--- config.mk ---
export PLATFORM = sky130hd
export DESIGN_NAME = cursor_select_ctrl
export DESIGN_NICKNAME = d
export VERILOG_FILES = /design/src/rtl/cursor_select_ctrl.sv
export SDC_FILE = /design/constraint.sdc
export NUM_CORES = 1
export LEC_CHECK = 0
export CAP_MARGIN = 20
export CORE_MARGIN = 3
export CORE_UTILIZATION = 55
export DETAILED_ROUTE_END_ITERATION = 8
export MAX_ROUTING_LAYER = met4
export PLACE_DENSITY = 0.94
export SYNTH_ARGS = -nofsm -noshare
export SYNTH_HDL_FRONTEND = slang
export SYNTH_SLANG_ARGS = --single-unit
--- constraint.sdc ---
create_clock -name clk100_in -period 10.4 [get_ports clk100_in]
set_input_delay 3.12 -clock clk100_in [delete_from_list [all_inputs] [get_ports clk100_in]]
set_output_delay 3.12 -clock clk100_in [all_outputs]
set_load 0.1 [all_outputs]
--- src/rtl/cursor_select_ctrl.sv ---
// Cursor navigation and two-card select/compare controller for a 6x6 memory board.
// Fetches both card types through a shared combinational lookup port, one per cycle.
module cursor_select_ctrl (
    input  logic        clk100_in,
    input  logic        rst,
    input  logic        btn_up,
    input  logic        btn_down,
    input  logic        btn_left,
    input  logic        btn_right,
    input  logic        btn_sel,
    output logic [5:0]  type_addr,
    input  logic [3:0]  type_data,
    output logic [35:0] hidden_bus,
    output logic [35:0] blink_bus,
    output logic [35:0] sel_bus,
    output logic [4:0]  pair_count,
    output logic        cleared
);

    typedef enum logic [1:0] {IDLE, ONE, FETCH_A, FETCH_B} state_t;

    state_t      state, state_nxt;
    logic [2:0]  row, col, row_nxt, col_nxt;
    logic [4:0]  btn_now, btn_prev, btn_prev_nxt, btn_edge;
    logic [5:0]  cur_idx, a_idx, b_idx, a_nxt, b_nxt;
    logic [3:0]  ta, ta_nxt;
    logic [35:0] hidden_nxt, sel_nxt, blink_nxt;
    logic [4:0]  pc_nxt;
    logic        cleared_nxt;

    function automatic logic [5:0] card_idx(input logic [2:0] r, input logic [2:0] c);
        return 6'(c) + 6'(r) * 6'd6;
    endfunction

    assign btn_now  = {btn_sel, btn_right, btn_left, btn_down, btn_up};
    assign btn_edge = btn_now & ~btn_prev;
    assign cur_idx  = card_idx(row, col);

    always_comb begin
        case (state)
            FETCH_A: type_addr = a_idx;
            FETCH_B: type_addr = b_idx;
            default: type_addr = cur_idx;
        endcase
    end

    always_comb begin
        state_nxt    = state;
        row_nxt      = row;
        col_nxt      = col;
        btn_prev_nxt = btn_prev;
        a_nxt        = a_idx;
        b_nxt        = b_idx;
        ta_nxt       = ta;
        hidden_nxt   = hidden_bus;
        sel_nxt      = sel_bus;
        blink_nxt    = blink_bus;
        pc_nxt       = pair_count;
        cleared_nxt  = cleared;

        // Once cleared, everything (including edge history) freezes until reset.
        if (!cleared) begin
            btn_prev_nxt = btn_now;

            if (btn_edge[0])
                row_nxt = (row == 3'd0) ? 3'd5 : row - 3'd1;
            else if (btn_edge[1])
                row_nxt = (row == 3'd5) ? 3'd0 : row + 3'd1;
            else if (btn_edge[2])
                col_nxt = (col == 3'd0) ? 3'd5 : col - 3'd1;
            else if (btn_edge[3])
                col_nxt = (col == 3'd5) ? 3'd0 : col + 3'd1;

            // Selection acts on cur_idx, i.e. the cursor before any same-cycle move.
            case (state)
                IDLE: begin
                    if (btn_edge[4] && !hidden_bus[cur_idx]) begin
                        sel_nxt[cur_idx] = 1'b1;
                        a_nxt            = cur_idx;
                        state_nxt        = ONE;
                    end
                end
                ONE: begin
                    if (btn_edge[4] && !hidden_bus[cur_idx]) begin
                        if (cur_idx == a_idx) begin
                            sel_nxt[a_idx] = 1'b0;
                            state_nxt      = IDLE;
                        end else begin
                            sel_nxt[cur_idx] = 1'b1;
                            b_nxt            = cur_idx;
                            state_nxt        = FETCH_A;
                        end
                    end
                end
                FETCH_A: begin
                    ta_nxt    = type_data;
                    state_nxt = FETCH_B;
                end
                FETCH_B: begin
                    sel_nxt = '0;
                    if (type_data == ta) begin
                        hidden_nxt[a_idx] = 1'b1;
                        hidden_nxt[b_idx] = 1'b1;
                        if (pair_count < 5'd18)
                            pc_nxt = pair_count + 5'd1;
                    end
                    state_nxt = IDLE;
                end
                default: state_nxt = IDLE;
            endcase

            blink_nxt = 36'd1 << card_idx(row_nxt, col_nxt);
            if (&hidden_bus) begin
                cleared_nxt = 1'b1;
                blink_nxt   = '0;
            end
        end
    end

    always_ff @(posedge clk100_in or posedge rst) begin
        if (rst) begin
            state      <= IDLE;
            row        <= '0;
            col        <= '0;
            btn_prev   <= '1;
            a_idx      <= '0;
            b_idx      <= '0;
            ta         <= '0;
            hidden_bus <= '0;
            sel_bus    <= '0;
            blink_bus  <= 36'h1;
            pair_count <= '0;
            cleared    <= 1'b0;
        end else begin
            state      <= state_nxt;
            row        <= row_nxt;
            col        <= col_nxt;
            btn_prev   <= btn_prev_nxt;
            a_idx      <= a_nxt;
            b_idx      <= b_nxt;
            ta         <= ta_nxt;
            hidden_bus <= hidden_nxt;
            sel_bus    <= sel_nxt;
            blink_bus  <= blink_nxt;
            pair_count <= pc_nxt;
            cleared    <= cleared_nxt;
        end
    end

endmodule

Yosys cells after proc, flatten, opt, wreduce, memory -nomap -nowiden. Index checks and enable logic that the tools add are counted.

Register bits after elaboration: 143. Bits of input ports: 11. Output and inout bits: 120. Word-level logic and storage cells: 96.

$add $sub $neg: 7. Multipliers: 2. Order comparisons: 7. Equality and inequality tests: 9. Shifts and indexed selects: 1. Muxes and demuxes: 32. Bitwise logic cells: 9. Reductions and logical operators: 17.

Operator list (number): 36-bit 2-to-1 mux (4); 36-bit bitwise OR (3); 36-bit case mux with 3 select lines (1); 36-bit bitwise AND (1); 3-bit 2-to-1 mux (12); 36-bit NOT (1); 36-bit AND reduction (1); 1-bit by 6-bit << shifter with 36-bit output, first input constant (1); 6-bit by 7-bit < comparator with 1-bit output, second input constant (3); 1-bit demux with 6-bit select (3); 6-bit by 1-bit greater-or-equal comparator with 1-bit output, second input constant (3); 3-bit by 6-bit adder with 6-bit output (2); 6-bit case mux with 2 select lines (1); 4-bit AND reduction (3); 3-bit by 2-bit multiplier with 5-bit output, second input constant (2); 3-bit AND reduction (3); 2-bit case mux with 4 select lines (1); 3-bit by 1-bit adder with 3-bit output, second input constant (2); 1-bit binary-select mux with 6-bit select (1); 3-bit equality test, second input constant (2); 6-bit equality test (1); 3-bit zero test (2); 1-bit 2-to-1 mux (6); 2-bit 2-to-1 mux (3); other kinds (15) (22).

Logic depth before layout (Yosys ltp).
Depth in word-level cells: 10. Gate-level depth with buffers: 14. Gate-level depth less buffers: 14.

Worst setup path after synthesis. Ideal clock, no wire load.

Path kind: register to output. Start: register row[1]. End: output type_addr[5]. Arrival: 3.975 ns. Data required time: 7.280 ns. Slack: 3.305 ns. Cell stages (with the launch flop): 8. Buffers on the path: 0. Cell sequence: dfrtp_1 -> inv_1 -> ha_1 -> inv_1 -> fa_1 -> nor3b_4 -> xor2_2 -> o21ai_0.

Cells in the longest elaborated chain, start to end: 3.

RTL lines: start, declared (RTL line 23) `logic [2:0] row, col, row_nxt, col_nxt;`; start signal, assigned (RTL line 136) `row <= row_nxt;`; 3-bit by 2-bit multiplier with 5-bit output (RTL line 32) `return 6'(c) + 6'(r) * 6'd6;`; 3-bit by 6-bit adder with 6-bit output (RTL line 32); 6-bit case mux with 2 select lines (RTL line 40) `case (state)`; end, declared (RTL line 11) `output logic [5:0] type_addr,`.

No other way between the ends.

Final worst setup path.
Start: register row[1]. End: output type_addr[2].

The elaborated chain is that of the path after synthesis.

==> results.md <==
Run status:
- The run finished with clean final reports.

Layout:
- Counting the fill cells in the layout gives 883.
- Summing all multi-input logic gate instances after layout gives 0.00385 mm².
- The combined flip-flop and latch cell area is 0.00359 mm².
- The library cell used most frequently in the layout, excluding fill and tap cells, is dfrtp_1.
- In the layout the commonest cells are dfrtp_1, clkdlybuf4s50_1, o21ai_0.
- After routing the design area is 0.00976 mm².
- For this run, the post-layout net count is 951.
- The repair_antennas step left the layout with diodes totalling 0.
- Of the cells placed in the final design, the portion with a size suffix greater than 1 is 0.0936.
- Compared with the post-synthesis result, the final layout area differs by 25.8%.

Clocking:
- Once the clock tree was built, the resizer swapped 0 gates to a different size.
- The buffers inserted during post-CTS setup optimization is 0.
- The longest clock path from root to sink contains 2 buffers.
- The tree is rooted in a clkbuf_16.
- The CTS sink count is 143.
- TritonCTS created 17 clock buffers.
- The TritonCTS clock tree is built.
- The H-tree was split into 4 levels.
- The hold buffer count at cts is 0.
- The clock reaches the later pin of the worst-skew pair after 430 ps.
- Clock-pin slew was measured on the worst setup and hold paths at 60 ps.

Routing:
- The first routing iteration left 1110 violations.
- Summed over all layers, the routed wires come to 22700 µm.
- The number of design rule violations left after detail routing is 0.
- The remaining number of nets flagged by the antenna check after routing is 0.
- In the final routed layout, each cell accounts on average for 20.6 µm.
- For this run, the detailed router's first-pass iteration total came to 9.
- In the routed layout, each cell is associated on average with a via count of 6.55.
- The overall via count from detail_route is 7238.

GRT:
- The number of antenna violations at the first check in global routing was 0.
- Across every metal layer, demand over resource in global routing totals 0.297.
- The first global-routing pass estimated 36400 µm of wire.
- The sum of overflow across all layers after global routing is 0.
- In this run the most used layer during global routing was met2.
- The global routing usage on met1 is 0.373.
- The met3 global-route usage is 0.0742.
- The global-route track usage on met2 is 0.462.
- The number of global-route vias before repair is 7072.
- The pin count of the biggest net entering global routing is 82.

Placed design:
- Once detailed placement completed, the half-perimeter wirelength came to 15200 µm.
- Routability-driven placement finished with a final weighted congestion of 0.977.
- The placed instances occupy a cell area of 0.00910 mm².
- The number of buffer cells added on primary ports is 130.

Logic synthesis:
- The net count after synthesis is 847.
- The number of unique standard cell types used by synthesis is 66.
- The post-synthesis instance area is 0.00775 mm².
- Synthesis inferred 143 register bits.
- In this run, synthesis inferred 0 flip-flops with an integrated enable.
- For this run, the leading register cell type out of synthesis is dfrtp_1.
- The average cell area after synthesis is 9.55 µm².
- The Yosys step of the flow raised 0 warnings.
- The fraction of registers with async set or reset after synthesis is 1.00.
- After technology mapping, the gate count stands at 812.
- The part of the Yosys area used for sequential elements is 0.462.

Floorplan:
- The effective utilization at floorplan is 0.574.
- In this run the count of I/O pins placed on the die edge is 131.
- The floorplan die height is 125 µm.
- In this run the horizontal extent of the chip is 125 µm.
- The initialized floorplan defines 42 standard-cell rows.
- The core region is 0.0135 mm².
- The floorplan step defined a die boundary enclosing 0.0156 mm².

Critical path:
- In this run the worst path has a maximum fanout of 17.
- The critical setup path kind is register to output port.
- The endpoint identified for the worst register-to-register timing path is blink_bus[18].
- The data required time of the worst path is 7280 ps.
- The arrival time at the worst endpoint is 3960 ps.
- The nature of the critical path startpoint is a register.
- The endpoint type of the worst setup path is an output port.
- The launching element of the worst setup path is row[1].
- The worst register-to-register path has a setup slack of 5630 ps.
- Measured in cells, the most critical reg-to-reg path has a length of 12.
- The origin of the critical flop-to-flop path is col[0].

Timing:
- The tightest hold margin is 489 ps.
- In the finished design, the share of the clock period the worst path needs comes to 0.681.
- Setup repair after global routing left no endpoint under its margin.
- Setup violations remaining at the end of the flow were counted as 0.
- The final number of hold-violating endpoints was 0.
- The max-slew violation count is 0.
- The slew of the pin with the lowest slew margin is 1040 ps.
- The achievable clock frequency is 0.141 GHz.
- The total negative slack for setup checks is 0 ps.
- The clock period minus final worst setup slack is 7080 ps.
- The normalized max-slew margin is 0.306.
- The final clock skew is 8.82 ps.

Worst hold path:
- The destination of the worst hold path is blink_bus[0].
- The beginning of the worst hold path is blink_bus[0].
- The worst hold path was traced through 2 stages.
- The tightest min-delay check is of the register to register type.

Flow run:
- The tool flagged a number of max-cap violations equal to 0.
through the flow:
stage,worst slack [ps],std cells,utilization
after global routing,3200,1105,0.722
final,3320,1105,0.722
after detailed placement,3790,1073,0.674
after floorplan,3310,812,-
after CTS,3360,1105,0.722
after global placement,3880,1073,0.674
sequential cells by signal, indices dropped and copies added, names as in the netlist, named ones only:
register / count
row: 3
blink_bus: 36
a_idx: 6
b_idx: 6
ta: 4
btn_prev: 5
sel_bus: 36
state: 1
col: 3
cleared: 1
pair_count: 5
hidden_bus: 36
layout make-up:
| type | count | area share |
|---|---|---|
| clock inverter | 10 | 0.0187 |
| tap | 176 | 0.0226 |
| clock buffer | 22 | 0.0486 |
| inverter | 24 | 0.00975 |
| sequential | 143 | 0.368 |
| multi-input combinational | 594 | 0.395 |
| timing repair buffer | 136 | 0.138 |
cell usage after synthesis (7+ instances only):
| cell type | n | area (µm²) |
|---|---|---|
| dfrtp_1 | 137 | 3430 |
| nand3b_1 | 11 | 82.6 |
| nand2_1 | 86 | 323 |
| o21ai_0 | 128 | 641 |
| o22ai_1 | 36 | 225 |
| o31ai_1 | 23 | 173 |
| clkbuf_1 | 32 | 120 |
| a21o_1 | 37 | 278 |
| nand4_1 | 12 | 75.1 |
| mux2_2 | 16 | 180 |
| nor2b_1 | 7 | 43.8 |
| o21ai_1 | 19 | 95.1 |
| nor2_1 | 68 | 255 |
| inv_1 | 23 | 86.3 |
| a21oi_1 | 13 | 65.1 |
| xnor2_1 | 12 | 105 |
| ha_1 | 20 | 250 |
| nand3_1 | 17 | 85.1 |
worst max-delay path, cell delays in order, from the launching register on:
cell	delay [ps]
dfrtp_1	450
inv_1	160
ha_1	370
inv_1	80
fa_1	780
o21ai_0	470
clkdlybuf4s50_1	1210
kinds of logic after synthesis:
group / after synthesis / share of synthesized area
simple gates: 238 / 0.147
buf+inv: 75 / 0.0418
compound gates: 285 / 0.227
xor+xnor: 23 / 0.0374
flops: 143 / 0.462
mux: 24 / 0.0418
fa+ha+maj: 24 / 0.0426
per-layer routing:
| layer | vias up | share of wire | routed length (µm) |
|---|---|---|---|
| li1 | 3134 | - | - |
| met1 | 3461 | 0.39 | 8920 |
| met2 | 529 | 0.47 | 10700 |
| met3 | 114 | 0.10 | 2320 |
| met4 | 0 | 0.036 | 825 |
| met5 | - | 0 | 0 |
worst max path at each step:
stage	endpoint	slack, ps	cells past startpoint
2_1_floorplan	type_addr[5]	3310	7
3_3_place_gp	type_addr[5]	3880	8
3_5_place_dp	blink_bus[16]	3790	11
4_1_cts	type_addr[4]	3360	7
5_1_grt	type_addr[5]	3200	8
6_report	type_addr[2]	3320	6
Power is left out: the tool's default activity adds up to more than one toggle a clock period on the data nets, which glitch-free logic cannot reach.
